==> src/rtl/id_issue_scoreboard_if.sv <==
// Decode-to-EX handshake bundle for id_issue_scoreboard: decode slot in, registered controls out.
// slave = scoreboard side, master = surrounding pipeline / testbench side.
interface id_issue_scoreboard_if #(
    parameter int unsigned REG_ADDR_W = 5
);
    logic                  in_valid;
    logic                  in_ready;
    logic [6:0]            opcode;
    logic [2:0]            funct3;
    logic [6:0]            funct7;
    logic [REG_ADDR_W-1:0] rs1_addr;
    logic [REG_ADDR_W-1:0] rs2_addr;
    logic [REG_ADDR_W-1:0] rd_addr;
    logic                  out_valid;
    logic                  out_ready;
    logic                  rs1_re;
    logic                  rs2_re;
    logic                  rd_we;
    logic                  mem_re;
    logic                  mem_we;
    logic                  illegal;
    logic [REG_ADDR_W-1:0] out_rd_addr;

    modport slave (
        input  in_valid, opcode, funct3, funct7, rs1_addr, rs2_addr, rd_addr, out_ready,
        output in_ready, out_valid, rs1_re, rs2_re, rd_we, mem_re, mem_we, illegal, out_rd_addr
    );

    modport master (
        output in_valid, opcode, funct3, funct7, rs1_addr, rs2_addr, rd_addr, out_ready,
        input  in_ready, out_valid, rs1_re, rs2_re, rd_we, mem_re, mem_we, illegal, out_rd_addr
    );
endinterface

==> src/rtl/id_issue_scoreboard.sv <==
// RV32I decode-stage issue controller with per-register RAW scoreboard and 1-entry output stage.
// Define SCB_FORWARD_EN when an EX/MEM bypass exists: only load-use then stalls (one bubble).
module id_issue_scoreboard #(
    parameter int unsigned REG_NUM    = 32,
    parameter int unsigned REG_ADDR_W = 5,
    parameter int unsigned ALU_LAT    = 2,
    parameter int unsigned LOAD_LAT   = 3,
    parameter int unsigned CNT_W      = 3
) (
    input logic                          clk,
    input logic                          rst,
    input logic                          flush,
    id_issue_scoreboard_if.slave         dec_io
);
    localparam logic [6:0] OpImm  = 7'b0010011;
    localparam logic [6:0] OpReg  = 7'b0110011;
    localparam logic [6:0] OpLoad = 7'b0000011;
    localparam logic [6:0] OpStor = 7'b0100011;
    localparam logic [6:0] OpBrch = 7'b1100011;
    localparam logic [6:0] OpLui  = 7'b0110111;
    localparam logic [6:0] OpAuip = 7'b0010111;
    localparam logic [6:0] OpJal  = 7'b1101111;
    localparam logic [6:0] OpJalr = 7'b1100111;
    localparam logic [6:0] F7Alt  = 7'b0100000;

    localparam logic [CNT_W-1:0] AluCnt = CNT_W'(ALU_LAT);
    localparam logic [CNT_W-1:0] LdCnt  = CNT_W'(LOAD_LAT);

    logic       legal;
    logic       rs1_dec, rs2_dec, rd_dec, mrd_dec, mwr_dec;
    logic       rs1_re_dec, rs2_re_dec, rd_we_dec, mem_re_dec, mem_we_dec, illegal_dec;
    logic       pend_rs1, pend_rs2, hazard, issue;

    logic [CNT_W-1:0] cnt_q [REG_NUM];
    logic [CNT_W-1:0] cnt_d [REG_NUM];

    logic                  out_valid_q, out_valid_d;
    logic                  rs1_re_q, rs1_re_d;
    logic                  rs2_re_q, rs2_re_d;
    logic                  rd_we_q, rd_we_d;
    logic                  mem_re_q, mem_re_d;
    logic                  mem_we_q, mem_we_d;
    logic                  illegal_q, illegal_d;
    logic [REG_ADDR_W-1:0] rd_addr_q, rd_addr_d;

    always_comb begin
        legal   = 1'b1;
        rs1_dec = 1'b0;
        rs2_dec = 1'b0;
        rd_dec  = 1'b0;
        mrd_dec = 1'b0;
        mwr_dec = 1'b0;
        case (dec_io.opcode)
            OpImm: begin
                rs1_dec = 1'b1;
                rd_dec  = 1'b1;
                if (dec_io.funct3 == 3'b001) begin
                    legal = (dec_io.funct7 == 7'd0);
                end else if (dec_io.funct3 == 3'b101) begin
                    legal = (dec_io.funct7 == 7'd0) || (dec_io.funct7 == F7Alt);
                end
            end
            OpReg: begin
                rs1_dec = 1'b1;
                rs2_dec = 1'b1;
                rd_dec  = 1'b1;
                legal   = (dec_io.funct7 == 7'd0) ||
                          ((dec_io.funct7 == F7Alt) &&
                           ((dec_io.funct3 == 3'b000) || (dec_io.funct3 == 3'b101)));
            end
            OpLoad: begin
                rs1_dec = 1'b1;
                rd_dec  = 1'b1;
                mrd_dec = 1'b1;
                legal   = (dec_io.funct3 != 3'b011) && (dec_io.funct3 != 3'b110) &&
                          (dec_io.funct3 != 3'b111);
            end
            OpStor: begin
                rs1_dec = 1'b1;
                rs2_dec = 1'b1;
                mwr_dec = 1'b1;
                legal   = (dec_io.funct3 <= 3'b010);
            end
            OpBrch: begin
                rs1_dec = 1'b1;
                rs2_dec = 1'b1;
                legal   = (dec_io.funct3 != 3'b010) && (dec_io.funct3 != 3'b011);
            end
            OpLui, OpAuip, OpJal: rd_dec = 1'b1;
            OpJalr: begin
                rs1_dec = 1'b1;
                rd_dec  = 1'b1;
                legal   = (dec_io.funct3 == 3'b000);
            end
            default: legal = 1'b0;
        endcase
    end

    // Illegal encodings carry no enables so they can never touch the scoreboard.
    assign rs1_re_dec  = legal & rs1_dec;
    assign rs2_re_dec  = legal & rs2_dec;
    assign rd_we_dec   = legal & rd_dec & (dec_io.rd_addr != '0);
    assign mem_re_dec  = legal & mrd_dec;
    assign mem_we_dec  = legal & mwr_dec;
    assign illegal_dec = ~legal;

`ifdef SCB_FORWARD_EN
    logic is_ld_q [REG_NUM];
    logic is_ld_d [REG_NUM];

    // With bypass, only a load still in its first cycle after issue is unreachable.
    assign pend_rs1 = is_ld_q[dec_io.rs1_addr] && (cnt_q[dec_io.rs1_addr] == LdCnt);
    assign pend_rs2 = is_ld_q[dec_io.rs2_addr] && (cnt_q[dec_io.rs2_addr] == LdCnt);
`else
    assign pend_rs1 = (cnt_q[dec_io.rs1_addr] != '0);
    assign pend_rs2 = (cnt_q[dec_io.rs2_addr] != '0);
`endif

    assign hazard          = (rs1_re_dec & pend_rs1) | (rs2_re_dec & pend_rs2);
    assign dec_io.in_ready = (~out_valid_q | dec_io.out_ready) & ~hazard & ~flush;
    assign issue           = dec_io.in_valid & dec_io.in_ready;

    always_comb begin
        cnt_d[0] = '0;
        for (int r = 1; r < REG_NUM; r++) begin
            cnt_d[r] = cnt_q[r];
            if (dec_io.out_ready && (cnt_q[r] != '0)) begin
                cnt_d[r] = cnt_q[r] - 1'b1;
            end
            if (issue && rd_we_dec && (dec_io.rd_addr == REG_ADDR_W'(r))) begin
                cnt_d[r] = mem_re_dec ? LdCnt : AluCnt;
            end
        end
    end

`ifdef SCB_FORWARD_EN
    always_comb begin
        is_ld_d[0] = 1'b0;
        for (int r = 1; r < REG_NUM; r++) begin
            is_ld_d[r] = is_ld_q[r];
            if (issue && rd_we_dec && (dec_io.rd_addr == REG_ADDR_W'(r))) begin
                is_ld_d[r] = mem_re_dec;
            end
        end
    end

    always_ff @(posedge clk) begin
        if (rst) begin
            is_ld_q <= '{default: 1'b0};
        end else begin
            is_ld_q <= is_ld_d;
        end
    end
`endif

    always_comb begin
        out_valid_d = out_valid_q;
        rs1_re_d    = rs1_re_q;
        rs2_re_d    = rs2_re_q;
        rd_we_d     = rd_we_q;
        mem_re_d    = mem_re_q;
        mem_we_d    = mem_we_q;
        illegal_d   = illegal_q;
        rd_addr_d   = rd_addr_q;
        if (issue) begin
            out_valid_d = 1'b1;
            rs1_re_d    = rs1_re_dec;
            rs2_re_d    = rs2_re_dec;
            rd_we_d     = rd_we_dec;
            mem_re_d    = mem_re_dec;
            mem_we_d    = mem_we_dec;
            illegal_d   = illegal_dec;
            rd_addr_d   = dec_io.rd_addr;
        end else if (flush || dec_io.out_ready) begin
            out_valid_d = 1'b0;
        end
    end

    always_ff @(posedge clk) begin
        if (rst) begin
            cnt_q       <= '{default: '0};
            out_valid_q <= 1'b0;
            rs1_re_q    <= 1'b0;
            rs2_re_q    <= 1'b0;
            rd_we_q     <= 1'b0;
            mem_re_q    <= 1'b0;
            mem_we_q    <= 1'b0;
            illegal_q   <= 1'b0;
            rd_addr_q   <= '0;
        end else begin
            cnt_q       <= cnt_d;
            out_valid_q <= out_valid_d;
            rs1_re_q    <= rs1_re_d;
            rs2_re_q    <= rs2_re_d;
            rd_we_q     <= rd_we_d;
            mem_re_q    <= mem_re_d;
            mem_we_q    <= mem_we_d;
            illegal_q   <= illegal_d;
            rd_addr_q   <= rd_addr_d;
        end
    end

    assign dec_io.out_valid   = out_valid_q;
    assign dec_io.rs1_re      = rs1_re_q;
    assign dec_io.rs2_re      = rs2_re_q;
    assign dec_io.rd_we       = rd_we_q;
    assign dec_io.mem_re      = mem_re_q;
    assign dec_io.mem_we      = mem_we_q;
    assign dec_io.illegal     = illegal_q;
    assign dec_io.out_rd_addr = rd_addr_q;
endmodule

==> src/flat_wrapper.sv <==
// flat-port wrapper written by rule: the top's interface ports become plain ports
module id_issue_scoreboard_flat 
#(
    parameter int unsigned REG_NUM    = 32,
    parameter int unsigned REG_ADDR_W = 5,
    parameter int unsigned ALU_LAT    = 2,
    parameter int unsigned LOAD_LAT   = 3,
    parameter int unsigned CNT_W      = 3
)
  (clk, rst, flush, dec_io_in_valid, dec_io_opcode, dec_io_funct3, dec_io_funct7, dec_io_rs1_addr, dec_io_rs2_addr, dec_io_rd_addr, dec_io_out_ready, dec_io_in_ready, dec_io_out_valid, dec_io_rs1_re, dec_io_rs2_re, dec_io_rd_we, dec_io_mem_re, dec_io_mem_we, dec_io_illegal, dec_io_out_rd_addr);
  id_issue_scoreboard_if #(.REG_ADDR_W(REG_ADDR_W)) dec_io_i ();
  input logic clk;
  input logic rst;
  input logic flush;
  input wire logic [$bits(dec_io_i.in_valid)-1:0] dec_io_in_valid;
  input wire logic [$bits(dec_io_i.opcode)-1:0] dec_io_opcode;
  input wire logic [$bits(dec_io_i.funct3)-1:0] dec_io_funct3;
  input wire logic [$bits(dec_io_i.funct7)-1:0] dec_io_funct7;
  input wire logic [$bits(dec_io_i.rs1_addr)-1:0] dec_io_rs1_addr;
  input wire logic [$bits(dec_io_i.rs2_addr)-1:0] dec_io_rs2_addr;
  input wire logic [$bits(dec_io_i.rd_addr)-1:0] dec_io_rd_addr;
  input wire logic [$bits(dec_io_i.out_ready)-1:0] dec_io_out_ready;
  output wire logic [$bits(dec_io_i.in_ready)-1:0] dec_io_in_ready;
  output wire logic [$bits(dec_io_i.out_valid)-1:0] dec_io_out_valid;
  output wire logic [$bits(dec_io_i.rs1_re)-1:0] dec_io_rs1_re;
  output wire logic [$bits(dec_io_i.rs2_re)-1:0] dec_io_rs2_re;
  output wire logic [$bits(dec_io_i.rd_we)-1:0] dec_io_rd_we;
  output wire logic [$bits(dec_io_i.mem_re)-1:0] dec_io_mem_re;
  output wire logic [$bits(dec_io_i.mem_we)-1:0] dec_io_mem_we;
  output wire logic [$bits(dec_io_i.illegal)-1:0] dec_io_illegal;
  output wire logic [$bits(dec_io_i.out_rd_addr)-1:0] dec_io_out_rd_addr;
  assign dec_io_i.in_valid = dec_io_in_valid;
  assign dec_io_i.opcode = dec_io_opcode;
  assign dec_io_i.funct3 = dec_io_funct3;
  assign dec_io_i.funct7 = dec_io_funct7;
  assign dec_io_i.rs1_addr = dec_io_rs1_addr;
  assign dec_io_i.rs2_addr = dec_io_rs2_addr;
  assign dec_io_i.rd_addr = dec_io_rd_addr;
  assign dec_io_i.out_ready = dec_io_out_ready;
  assign dec_io_in_ready = dec_io_i.in_ready;
  assign dec_io_out_valid = dec_io_i.out_valid;
  assign dec_io_rs1_re = dec_io_i.rs1_re;
  assign dec_io_rs2_re = dec_io_i.rs2_re;
  assign dec_io_rd_we = dec_io_i.rd_we;
  assign dec_io_mem_re = dec_io_i.mem_re;
  assign dec_io_mem_we = dec_io_i.mem_we;
  assign dec_io_illegal = dec_io_i.illegal;
  assign dec_io_out_rd_addr = dec_io_i.out_rd_addr;
  id_issue_scoreboard #(.REG_NUM(REG_NUM), .REG_ADDR_W(REG_ADDR_W), .ALU_LAT(ALU_LAT), .LOAD_LAT(LOAD_LAT), .CNT_W(CNT_W)) u_core (.clk(clk), .rst(rst), .flush(flush), .dec_io(dec_io_i));
endmodule
==> config.mk <==
export PLATFORM = sky130hd
export DESIGN_NAME = id_issue_scoreboard_flat
export DESIGN_NICKNAME = d
export VERILOG_FILES = /design/src/rtl/id_issue_scoreboard_if.sv /design/src/rtl/id_issue_scoreboard.sv /design/src/flat_wrapper.sv
export SDC_FILE = /design/constraint.sdc
export NUM_CORES = 1
export LEC_CHECK = 0
export ABC_AREA = 1
export CAP_MARGIN = 20
export CORE_ASPECT_RATIO = 2
export CORE_UTILIZATION = 50
export DETAILED_ROUTE_END_ITERATION = 10
export GPL_TIMING_DRIVEN = 0
export PLACE_DENSITY = 0.66
export SYNTH_ARGS = -nofsm -noshare
export SYNTH_HDL_FRONTEND = slang
export SYNTH_SLANG_ARGS = --single-unit
==> constraint.sdc <==
create_clock -name clk -period 3 [get_ports clk]
set_input_delay 0.6 -clock clk [delete_from_list [all_inputs] [get_ports clk]]
set_output_delay 0.6 -clock clk [all_outputs]
set_load 0.01 [all_outputs]
==> results.cfg, run 1 <==
[run_status]
outcome = finished, final reports clean

[floorplanning]
die_area_um2 = 15700
pin_count = 50
fp.dieH_um = 176
start_util_pct = 51.1
core_um2 = 14800
rows = 63
die_x_um = 89.0

[clocking]
clock-sinks = 105
cts_buffers = 9
cts_max_level = 3
cts.path.max_buffers = 2
cts_root_buffer = clkbuf_16
clk_latency_ns = 0.37
cts_tree = built
clk_pin_slew_worst_paths_ns = 0.08

[drt]
wl_per_cell_um = 17.0
ant_nets = 0
vias = 7944
viasPerCell = 5.40
drt-initial-drc-count = 393
drtPass1Iterations = 8
drt-total-wl_um = 25100
post-route-drc-count = 0

[min_path]
min_from = u_core.dec_io.rs1_re
timing.hold.worst_path_depth = 2
hp-class = register to register
whs_endpoint = u_core.dec_io.rs1_re

[placed_design]
dpl.hpwl_um = 19200
numPortBuffers = 44
dp_worst_setup_slack_ns = -0.814
gp_congestion = 1.02
dp_cells = 1450

[setup_path]
r2r_setup_slack_ns = 0.55
worst-r2r-cell-count = 14
cp-end-kind = output port
path_class = primary input to output port
worstSetupStartpointType = primary input
r2r_end = u_core.cnt_q[42]
cp.required_ns = 2.40
timing.rr.start = u_core.cnt_q[66]
critPathArrivalTime_ns = 2.35
crit_fanout = 4

[synth]
synthCells = 1211
avgSynthCellArea_um2 = 6.25
synth.distinct_cells = 30
ys_seq_elements = 105
synthesis.area_um2 = 7570
yosysWarnings = 0
ys_seq_area_share_pct = 27.8
synth.net_count = 1310

[power]
powerDensity_nw_per_um2 = 885
totalPowerFinal_mw = 7.73
peakVddDrop_v = 0.000389
p_leak_nw = 4.34

[timing]
fin_crit_sh_pct = 98.2
finalHoldViolations = 0
slew_viol_final = 0
skew_ns = 0.0137
worstMarginPinSlew_ns = 0.854
fin_ws_ns = 0.0537
relSlewSlack_pct = 43.1
min_period_ns = 2.95
setup_viol = 0
fmax_ghz = 0.339

[global_route]
gr-total-overflow = 0
grt_antenna_before_repair = 0
grt_pass1_vias = 7506
grt_max_degree = 18
grt_pass1_wl_um = 38300
groute.usage.overall_pct = 33.3

[finish]
drive_gt1_share_pct = 6.34
fillers = 1585
diodes = 0
multi_input_area_um2 = 4650
seqCellArea_um2 = 2100
final_cell_mix = 263 x nand2_1, 178 x inv_1, 160 x nor2_1, 118 x nand3_1, 105 x dfxtp_1
final_common_cell = nand2_1
fin_cells = 1472
area_growth_pct = 15.3
nets = 1371

[job]
drv_cap = 0
## per-layer routing
metal	up-vias	GRT usage [%]	part of all wire, %	routed length (µm)
met5	-	0	0	0
met4	0	23.3	6.9	1730
met3	111	6.36	5.0	1250
met2	279	60.2	52	13000
met1	3605	32.6	36	9070
li1	3949	-	-	-
## cell families (layout without fill, tap and decap cells)
logic type,after synthesis,after routing,synth area share [%]
AND/OR/NAND/NOR,595,595,33.0
buffers and inverters,230,296,11.9
AO/OA/AOI/OAI,180,180,12.5
flip-flops,105,105,27.8
adder cells (fa/ha/maj),62,62,10.2
XOR/XNOR,39,39,4.51
## flip-flops by register name (all words and copies together), names as in the netlist
register	flops
u_core.dec_io.mem_re	1
u_core.dec_io.out_valid	1
u_core.dec_io.rs2_re	1
u_core.dec_io.illegal	1
u_core.dec_io.mem_we	1
u_core.dec_io.rd_we	1
u_core.cnt_q	93
u_core.dec_io.rs1_re	1
u_core.dec_io.out_rd_addr	5
## cell usage after synthesis
library cell | count | area, µm²
dfxtp_1 | 105 | 2100
o21ai_0 | 52 | 260
nor3_1 | 14 | 70.1
nand3_2 | 8 | 80.1
o22a_1 | 1 | 8.76
clkbuf_1 | 20 | 75.1
a211oi_1 | 12 | 90.1
nand2_1 | 269 | 1010
o21ai_1 | 2 | 10.0
buf_4 | 3 | 22.5
xor2_1 | 31 | 272
and2_1 | 1 | 6.26
o22ai_1 | 8 | 50.1
ha_1 | 62 | 776
nand2_2 | 1 | 6.26
nor2_1 | 166 | 623
xnor2_1 | 8 | 70.1
buf_1 | 4 | 15.0
o211ai_1 | 1 | 7.51
inv_2 | 5 | 18.8
buf_2 | 12 | 60.1
nor3b_1 | 2 | 15.0
buf_6 | 2 | 22.5
nand3_1 | 122 | 611
nor2_2 | 1 | 6.26
inv_1 | 184 | 691
a21oi_1 | 104 | 521
nand4_1 | 9 | 56.3
nor2_4 | 1 | 11.3
nand3b_1 | 1 | 7.51
## metrics by stage
stage	utilization, %	instance area (µm²)	hold slack [ns]	TNS (ns)
2_1_floorplan	-	7570	0.484	0
3_3_place_gp	55.7	8260	0.466	-46.14
3_5_place_dp	55.7	8260	0.456	-43.64
4_1_cts	58.6	8680	0.472	0
5_1_grt	58.9	8730	0.504	-0.0105
6_report	58.9	8730	0.477	0
## final cells by class
class                   count  area share, %
flip-flops and latches    105           24.1
clock buffers               9           2.58
clock inverters             7           1.09
plain buffers              41           2.31
well taps                 195           2.79
multi-input cells         876           53.3
inverters                 189           8.17
repair buffers             50           5.72
## worst max path at each step
| stage | start | endpoint | slack [ns] | cells past startpoint |
|---|---|---|---|---|
| floorplan | dec_io_rs1_addr[1] | dec_io_in_ready | 0.71 | 12 |
| global placement | dec_io_rs1_addr[0] | dec_io_in_ready | -0.83 | 12 |
| detailed placement | dec_io_rs1_addr[0] | dec_io_in_ready | -0.81 | 12 |
| CTS | dec_io_rs2_addr[3] | dec_io_in_ready | 0.04 | 11 |
| global route | dec_io_rs2_addr[1] | dec_io_in_ready | -0.01 | 15 |
| finish | dec_io_rs1_addr[3] | dec_io_in_ready | 0.05 | 10 |
## power breakdown
part	total [mW]	internal (mW)	switching, mW	leakage (nW)
Clock	1.32	0.732	0.587	0.155
Sequential	2.33	1.96	0.370	0.861
Combinational	4.08	1.60	2.48	3.32
Total	7.73	4.29	3.43	4.34
## critical path, cell delays in order
cell and delay [ns]:
clkdlybuf4s50_1 0.54, inv_1 0.15, a21oi_1 0.19, nand3_1 0.15, a21oi_1 0.18, nand2_1 0.08
nand3_2 0.08, nand3_4 0.08, inv_1 0.07, clkdlybuf4s15_2 0.21
## what timing repair did
item | in CTS | in global routing
gates resized for setup | 28 | 21
setup endpoints to repair | 85 | 2
setup buffers | 5 | 1
pin swaps | 4 | 5
hold buffers | 0 | 0
gates cloned | 0 | 0
No activity file was read; power rests on OpenSTA's default activity.
==> inputs of run 2 (changes only) <==
--- a/config.mk
+++ b/config.mk
@@ -9,9 +9,11 @@
 export CAP_MARGIN = 20
 export CORE_ASPECT_RATIO = 2
 export CORE_UTILIZATION = 50
+export CTS_CLUSTER_SIZE = 28
 export DETAILED_ROUTE_END_ITERATION = 10
 export GPL_TIMING_DRIVEN = 0
 export PLACE_DENSITY = 0.66
+export SLEW_MARGIN = 40
 export SYNTH_ARGS = -nofsm -noshare
 export SYNTH_HDL_FRONTEND = slang
 export SYNTH_SLANG_ARGS = --single-unit
==> results of run 2 <==
Final layout, timing and power as in run 1 (identical DEF).
